$ cat src/rtl/mem_unit_pkg.sv
// Shared types and constants for the load/store access unit.
package mem_unit_pkg;

    typedef enum logic [1:0] {
        BYTE = 2'b00,
        HALF = 2'b01,
        WORD = 2'b10,
        RSVD = 2'b11
    } mem_size_t;

    typedef enum logic [2:0] {
        IDLE,
        ACCESS,
        RMW_RD,
        RMW_WR,
        RESP
    } mem_state_t;

    localparam int WORD_BYTES = 4;
    localparam int LANE_W     = $clog2(WORD_BYTES);

endpackage

$ cat src/rtl/subword_align.sv
// Little-endian lane extract/extend for loads and lane merge for sub-word stores.
import mem_unit_pkg::*;

module subword_align (
    input  logic [31:0]       old_word,
    input  logic [31:0]       new_data,
    input  mem_size_t         size,
    input  logic [LANE_W-1:0] lane,
    input  logic              is_signed,
    output logic [31:0]       load_val,
    output logic [31:0]       merged
);

    logic signed [7:0]  byte_s;
    logic signed [15:0] half_s;

    assign byte_s = old_word[{lane, 3'b000} +: 8];
    assign half_s = old_word[{lane[1], 4'b0000} +: 16];

    always_comb begin
        load_val = old_word;
        merged   = new_data;
        case (size)
            BYTE: begin
                load_val = is_signed ? {{24{byte_s[7]}}, byte_s} : {24'b0, byte_s};
                merged   = old_word;
                merged[{lane, 3'b000} +: 8] = new_data[7:0];
            end
            HALF: begin
                load_val = is_signed ? {{16{half_s[15]}}, half_s} : {16'b0, half_s};
                merged   = old_word;
                merged[{lane[1], 4'b0000} +: 16] = new_data[15:0];
            end
            default: begin
                load_val = old_word;
                merged   = new_data;
            end
        endcase
    end

endmodule

$ cat src/rtl/mem_access_unit.sv
// Single-outstanding load/store controller in front of a word-addressed data memory.
import mem_unit_pkg::*;

module mem_access_unit #(
    parameter int DEPTH = 64
) (
    input  logic        clk,
    input  logic        reset_n,
    input  logic        req_valid,
    output logic        req_ready,
    input  logic        req_write,
    input  logic [1:0]  req_size,
    input  logic        req_signed,
    input  logic [31:0] req_addr,
    input  logic [31:0] req_wdata,
    output logic        resp_valid,
    input  logic        resp_ready,
    output logic [31:0] resp_rdata,
    output logic        resp_err,
    output logic        dm_enable,
    output logic        dm_read,
    output logic        dm_write,
    output logic [31:0] dm_addr,
    output logic [31:0] dm_wdata,
    input  logic [31:0] dm_rdata
);

    mem_state_t  state_q, state_d;
    logic [31:0] addr_q, wdata_q, old_q, rdata_q;
    mem_size_t   size_q, req_sz;
    logic        write_q, signed_q, err_q;
    logic        req_err, out_of_range;
    logic [31:0] align_old, load_val, merged;

    assign req_sz       = mem_size_t'(req_size);
    // DEPTH is a power of two, so any word-index bit at or above log2(DEPTH) is out of range
    assign out_of_range = |(req_addr[31:2] >> $clog2(DEPTH));
    assign req_err      = (req_sz == RSVD)
                        || (req_sz == HALF && req_addr[0])
                        || (req_sz == WORD && req_addr[1:0] != 2'b00)
                        || out_of_range;

    assign align_old = (state_q == RMW_WR) ? old_q : dm_rdata;

    subword_align u_align (
        .old_word (align_old),
        .new_data (wdata_q),
        .size     (size_q),
        .lane     (addr_q[LANE_W-1:0]),
        .is_signed(signed_q),
        .load_val (load_val),
        .merged   (merged)
    );

    always_comb begin
        state_d   = state_q;
        dm_enable = 1'b0;
        dm_read   = 1'b0;
        dm_write  = 1'b0;
        dm_addr   = 32'b0;
        dm_wdata  = 32'b0;
        case (state_q)
            IDLE: begin
                if (req_valid) begin
                    if (req_err)
                        state_d = RESP;
                    else if (req_write && req_sz != WORD)
                        state_d = RMW_RD;
                    else
                        state_d = ACCESS;
                end
            end
            ACCESS: begin
                dm_enable = 1'b1;
                dm_read   = ~write_q;
                dm_write  = write_q;
                dm_addr   = {2'b00, addr_q[31:2]};
                dm_wdata  = write_q ? wdata_q : 32'b0;
                state_d   = RESP;
            end
            RMW_RD: begin
                dm_enable = 1'b1;
                dm_read   = 1'b1;
                dm_addr   = {2'b00, addr_q[31:2]};
                state_d   = RMW_WR;
            end
            RMW_WR: begin
                dm_enable = 1'b1;
                dm_write  = 1'b1;
                dm_addr   = {2'b00, addr_q[31:2]};
                dm_wdata  = merged;
                state_d   = RESP;
            end
            RESP: begin
                if (resp_ready)
                    state_d = IDLE;
            end
            default: state_d = IDLE;
        endcase
    end

    always_ff @(posedge clk or negedge reset_n) begin
        if (!reset_n) begin
            state_q  <= IDLE;
            addr_q   <= 32'b0;
            size_q   <= BYTE;
            write_q  <= 1'b0;
            signed_q <= 1'b0;
            wdata_q  <= 32'b0;
            old_q    <= 32'b0;
            rdata_q  <= 32'b0;
            err_q    <= 1'b0;
        end else begin
            state_q <= state_d;
            if (state_q == IDLE && req_valid) begin
                addr_q   <= req_addr;
                size_q   <= req_sz;
                write_q  <= req_write;
                signed_q <= req_signed;
                wdata_q  <= req_wdata;
                err_q    <= req_err;
                rdata_q  <= 32'b0;
            end
            if (state_q == ACCESS && !write_q)
                rdata_q <= load_val;
            if (state_q == RMW_RD)
                old_q <= dm_rdata;
        end
    end

    assign req_ready  = (state_q == IDLE);
    assign resp_valid = (state_q == RESP);
    assign resp_rdata = rdata_q;
    assign resp_err   = err_q;

endmodule
$ cat config.mk
export PLATFORM = sky130hd
export DESIGN_NAME = mem_access_unit
export DESIGN_NICKNAME = d
export VERILOG_FILES = /design/src/rtl/mem_unit_pkg.sv /design/src/rtl/subword_align.sv /design/src/rtl/mem_access_unit.sv
export SDC_FILE = /design/constraint.sdc
export NUM_CORES = 1
export LEC_CHECK = 0
export CAP_MARGIN = 20
export CORE_AREA = 2 2 128 130
export CTS_CLUSTER_DIAMETER = 60
export DETAILED_ROUTE_END_ITERATION = 7
export DIE_AREA = 0 0 130 132
export PLACE_DENSITY = 0.8
export SLEW_MARGIN = 0
export SYNTH_ARGS = -nofsm -noshare
export SYNTH_HDL_FRONTEND = slang
export SYNTH_SLANG_ARGS = --single-unit
$ cat constraint.sdc
create_clock -name clk -period 2.9 [get_ports clk]
set_input_delay 0.29 -clock clk [delete_from_list [all_inputs] [get_ports clk]]
set_output_delay 0.29 -clock clk [all_outputs]
set_load 0.02 [all_outputs]
==> impl_metrics.ini <==
[status]
status = finished clean

[finish]
final_area_um2 = 10470
nFillCells = 1271
nets = 1154
seqCellArea_um2 = 3403
finalNonFillerCells = 1272
diodes = 0
drive_above_1_share_pct = 14.68
multiInputGateArea_um2 = 3916
area_delta_synth_final_pct = 36.94

[global_route]
grt_util_met1_pct = 41.78
use_met3_pct = 5.844
antenna_found_initial = 0
first_global_vias = 7031
grtUsageMet2_pct = 44.21
grt_overflow_total = 0
grt_max_degree = 58
grt_pass1_wl_um = 38780
busiest_layer = met2
track_usage_pct = 29.33

[synth]
synthesis.area_um2 = 7645
synth-edff-count = 0
yosysWarnings = 0
ys.flop_type = dfrtp_1
synth_top_area_share_pct = 44.52
synth_cell_types = 56
synth-seq-cells = 136
synth.top_cells.by_area = dfrtp_1 (45%), nand2_1 (12%), mux2i_1 (7.1%)
yosysTopAreaCell = dfrtp_1
synth_area_per_cell_um2 = 9.112
async_reset_ff_share_pct = 100.0
syn_inst = 839
ys_seq_area_share_pct = 44.52

[sta]
tightest_slew_ns = 0.8121
hold_viol = 0
min_period_ns = 2.822
setup_violations = 0
slew_violations = 0
max-slew-margin-rel_pct = 45.86
fmax_mhz = 354.4
rsz0062_at_grt = no
timing.final.crit_share_pct = 97.31
clock_skew_ns = 0.01095

[cts]
h-tree-depth = 4
clock_sinks = 136
cts_tree = done
clk_pin_slew_ns = 0.06
clk_path_buf_depth = 2
root_buffer = clkbuf_16
insertion_delay_ns = 0.42
cts_buffers = 17
cts_setup_buffers = 0

[power]
cellPowerDensity_nw_per_um2 = 666.8
p_sw_uw = 2571
p_seq_share_pct = 38.4
p_comb_share_pct = 32.2
swShare_pct = 36.83
p_leak_uw = 0.004999
intPower_uw = 4409
power.share.clock_pct = 29.4
ir_worst_vdd_mv = 0.4847

[die]
die_h_um = 132
die-width_um = 130
initial_core_util_pct = 48.65
die_area_um2 = 17160
io_pins = 206
rows = 46
core-area_um2 = 15710

[worst_setup_path]
worstReg2RegStart = addr_q[1]
startpoint_type = flip-flop
cp_cell_sequence = clkinv_1 > ha_1 > or3b_4 > o21ai_0 > buf_4 > a22oi_1 > o2bb2ai_1 > clkdlybuf4s15_2
max_stage_delay_ns = 0.44
crit_required_ns = 2.61
cp.buffers_inverters = 3
cp-end-kind = output pin
slowest_stage = or3b_4
worstSetupPathType = reg2out
r2r_cells = 7
cp_max_fo = 6
rr_endpoint = resp_rdata[18]
critPathTopFamily = buffers and inverters
worstPathArrival_ns = 2.53
regToRegSetupSlack_ns = 0.41

[worst_hold_path]
holdPathStages = 3
hold_class = in2reg
hold_end = addr_q[5]
hp-start = req_addr[5]

[placement]
port-buffer-count = 203
placed_area_um2 = 9976
hpwlAfterDp_um = 18090
dp.cells = 1241
gp_congestion = 0.9682

[route]
drtPass1Iterations = 7
drt_iter0_markers = 747
vias = 7477
drt_wl_total_um = 24930
routedWlPerCell_um = 19.60
drc = 0
via_per_inst = 5.878
drtAntennaViolNets = 0

[flow_run]
drv_cap = 0
-- timing repair --
item | CTS | global route
pin swaps | 1 | 0
hold buffers | 1 | 0
endpoints found under the hold margin | 54 | 0
endpoints found under the setup margin | 32 | 27
resized for setup | 73 | 40
-- cell families after synthesis --
logic type               count (synthesis)  synth area share (%)
AO/OA/AOI/OAI                          190                 17.46
adder cells (fa/ha/maj)                  5                0.8183
buffers and inverters                   74                 4.746
flip-flops                             136                 44.52
multiplexers                            92                 12.72
other                                    1               0.04905
AND/OR/NAND/NOR                        341                 19.69
-- Yosys cell counts (all sizes together), types with 2 or more instances --
cell	number
nand2	245
dfrtp	136
mux2i	54
o21ai	46
mux2	38
buf	32
a21oi	31
and2	31
clkbuf	27
nor2	26
o211ai	22
a221o	18
a22oi	13
inv	13
a221oi	10
o22ai	10
a32o	8
nor4	8
o2bb2ai	8
a222oi	7
nor3	7
nand2b	6
a31oi	5
ha	5
o31ai	5
nand3	3
nor2b	3
or2	3
a211oi	2
clkinv	2
or3	2
-- metrics by stage --
| stage | hold WS (ns) | power [µW] | utilization, % | setup WS, ns | TNS [ns] |
|---|---|---|---|---|---|
| final | 0.3946 | 6980 | 66.63 | 0.07796 | 0 |
| after global routing | 0.3829 | 7353 | 66.63 | 0.006701 | 0 |
| after CTS | 0.3861 | 6913 | 66.95 | 0.004723 | 0 |
| after detailed placement | 0.2826 | 4853 | 63.49 | -0.008568 | -0.008568 |
| after global placement | 0.2840 | 4774 | 63.49 | 0.1094 | 0 |
| after floorplan | -0.005591 | 3955 | - | 0.004569 | 0 |
-- power by group through the flow --
stage	sequential, µW	clock (µW)	combinational [µW]
floorplan	2520	0	1440
global placement	2670	0	2100
detailed placement	2690	0	2160
CTS	2660	2070	2180
global route	2710	2180	2460
finish	2680	2050	2250
-- flip-flops by register name (all words and copies together) (netlist names) --
| signal | flops |
|---|---|
| old_q | 32 |
| signed_q | 1 |
| state_q | 3 |
| write_q | 1 |
| resp_rdata | 32 |
| size_q | 2 |
| resp_err | 1 |
| addr_q | 32 |
| wdata_q | 32 |
-- per-layer routing --
layer  wire length [µm]  vias up  part of all wire, %
met2              11530      427                   46
met5                  0        -                    0
met4                794        0                  3.2
li1                   -     3393                    -
met1              10270     3600                   41
met3               2334       57                  9.4
-- final cells by class --
class | instances | share of cell area, %
Tap cell | 216 | 2.582
Timing Repair Buffer | 245 | 21.58
Sequential cell | 136 | 32.51
Multi-Input combinational cell | 630 | 37.41
Inverter | 15 | 0.5378
Clock buffer | 20 | 4.458
Clock inverter | 10 | 0.9203
-- worst max path at each step --
stage | start | endpoint | depth (start not counted)
final | addr_q[1] | dm_wdata[1] | 8
after global routing | addr_q[1] | dm_wdata[18] | 10
after CTS | addr_q[1] | dm_wdata[1] | 8
after detailed placement | addr_q[1] | dm_wdata[20] | 10
after global placement | addr_q[1] | dm_wdata[22] | 10
after floorplan | addr_q[1] | dm_wdata[1] | 7
-- placed cells by master (no fill, tap or decap), drive strengths merged, types with 3 or more instances in the layout --
cell type / netlist / final
mux2: 38 / 38
nor3: 7 / 7
and2: 31 / 31
nand2: 245 / 245
dlygate4sd2: 0 / 6
a31oi: 5 / 5
dfrtp: 136 / 136
clkdlybuf4s15: 0 / 4
a221oi: 10 / 10
o22ai: 10 / 10
nor2b: 3 / 3
o31ai: 5 / 5
o21ai: 46 / 46
a222oi: 7 / 7
nand2b: 6 / 6
nor4: 8 / 8
a21oi: 31 / 31
ha: 5 / 5
clkinv: 2 / 6
nand3: 3 / 3
or2: 3 / 3
inv: 13 / 14
a32o: 8 / 8
o211ai: 22 / 22
clkdlybuf4s50: 0 / 170
o2bb2ai: 8 / 8
a22oi: 13 / 13
mux2i: 54 / 54
clkbuf: 27 / 35
clkinvlp: 0 / 4
nor2: 26 / 26
a221o: 18 / 18
buf: 32 / 49
-- worst min-delay path, cell delays in order --
cell and delay [ns]:
clkdlybuf4s50_1 0.39, nand2_1 0.05, nand2_1 0.04
(Power assumes the default switching activity.)
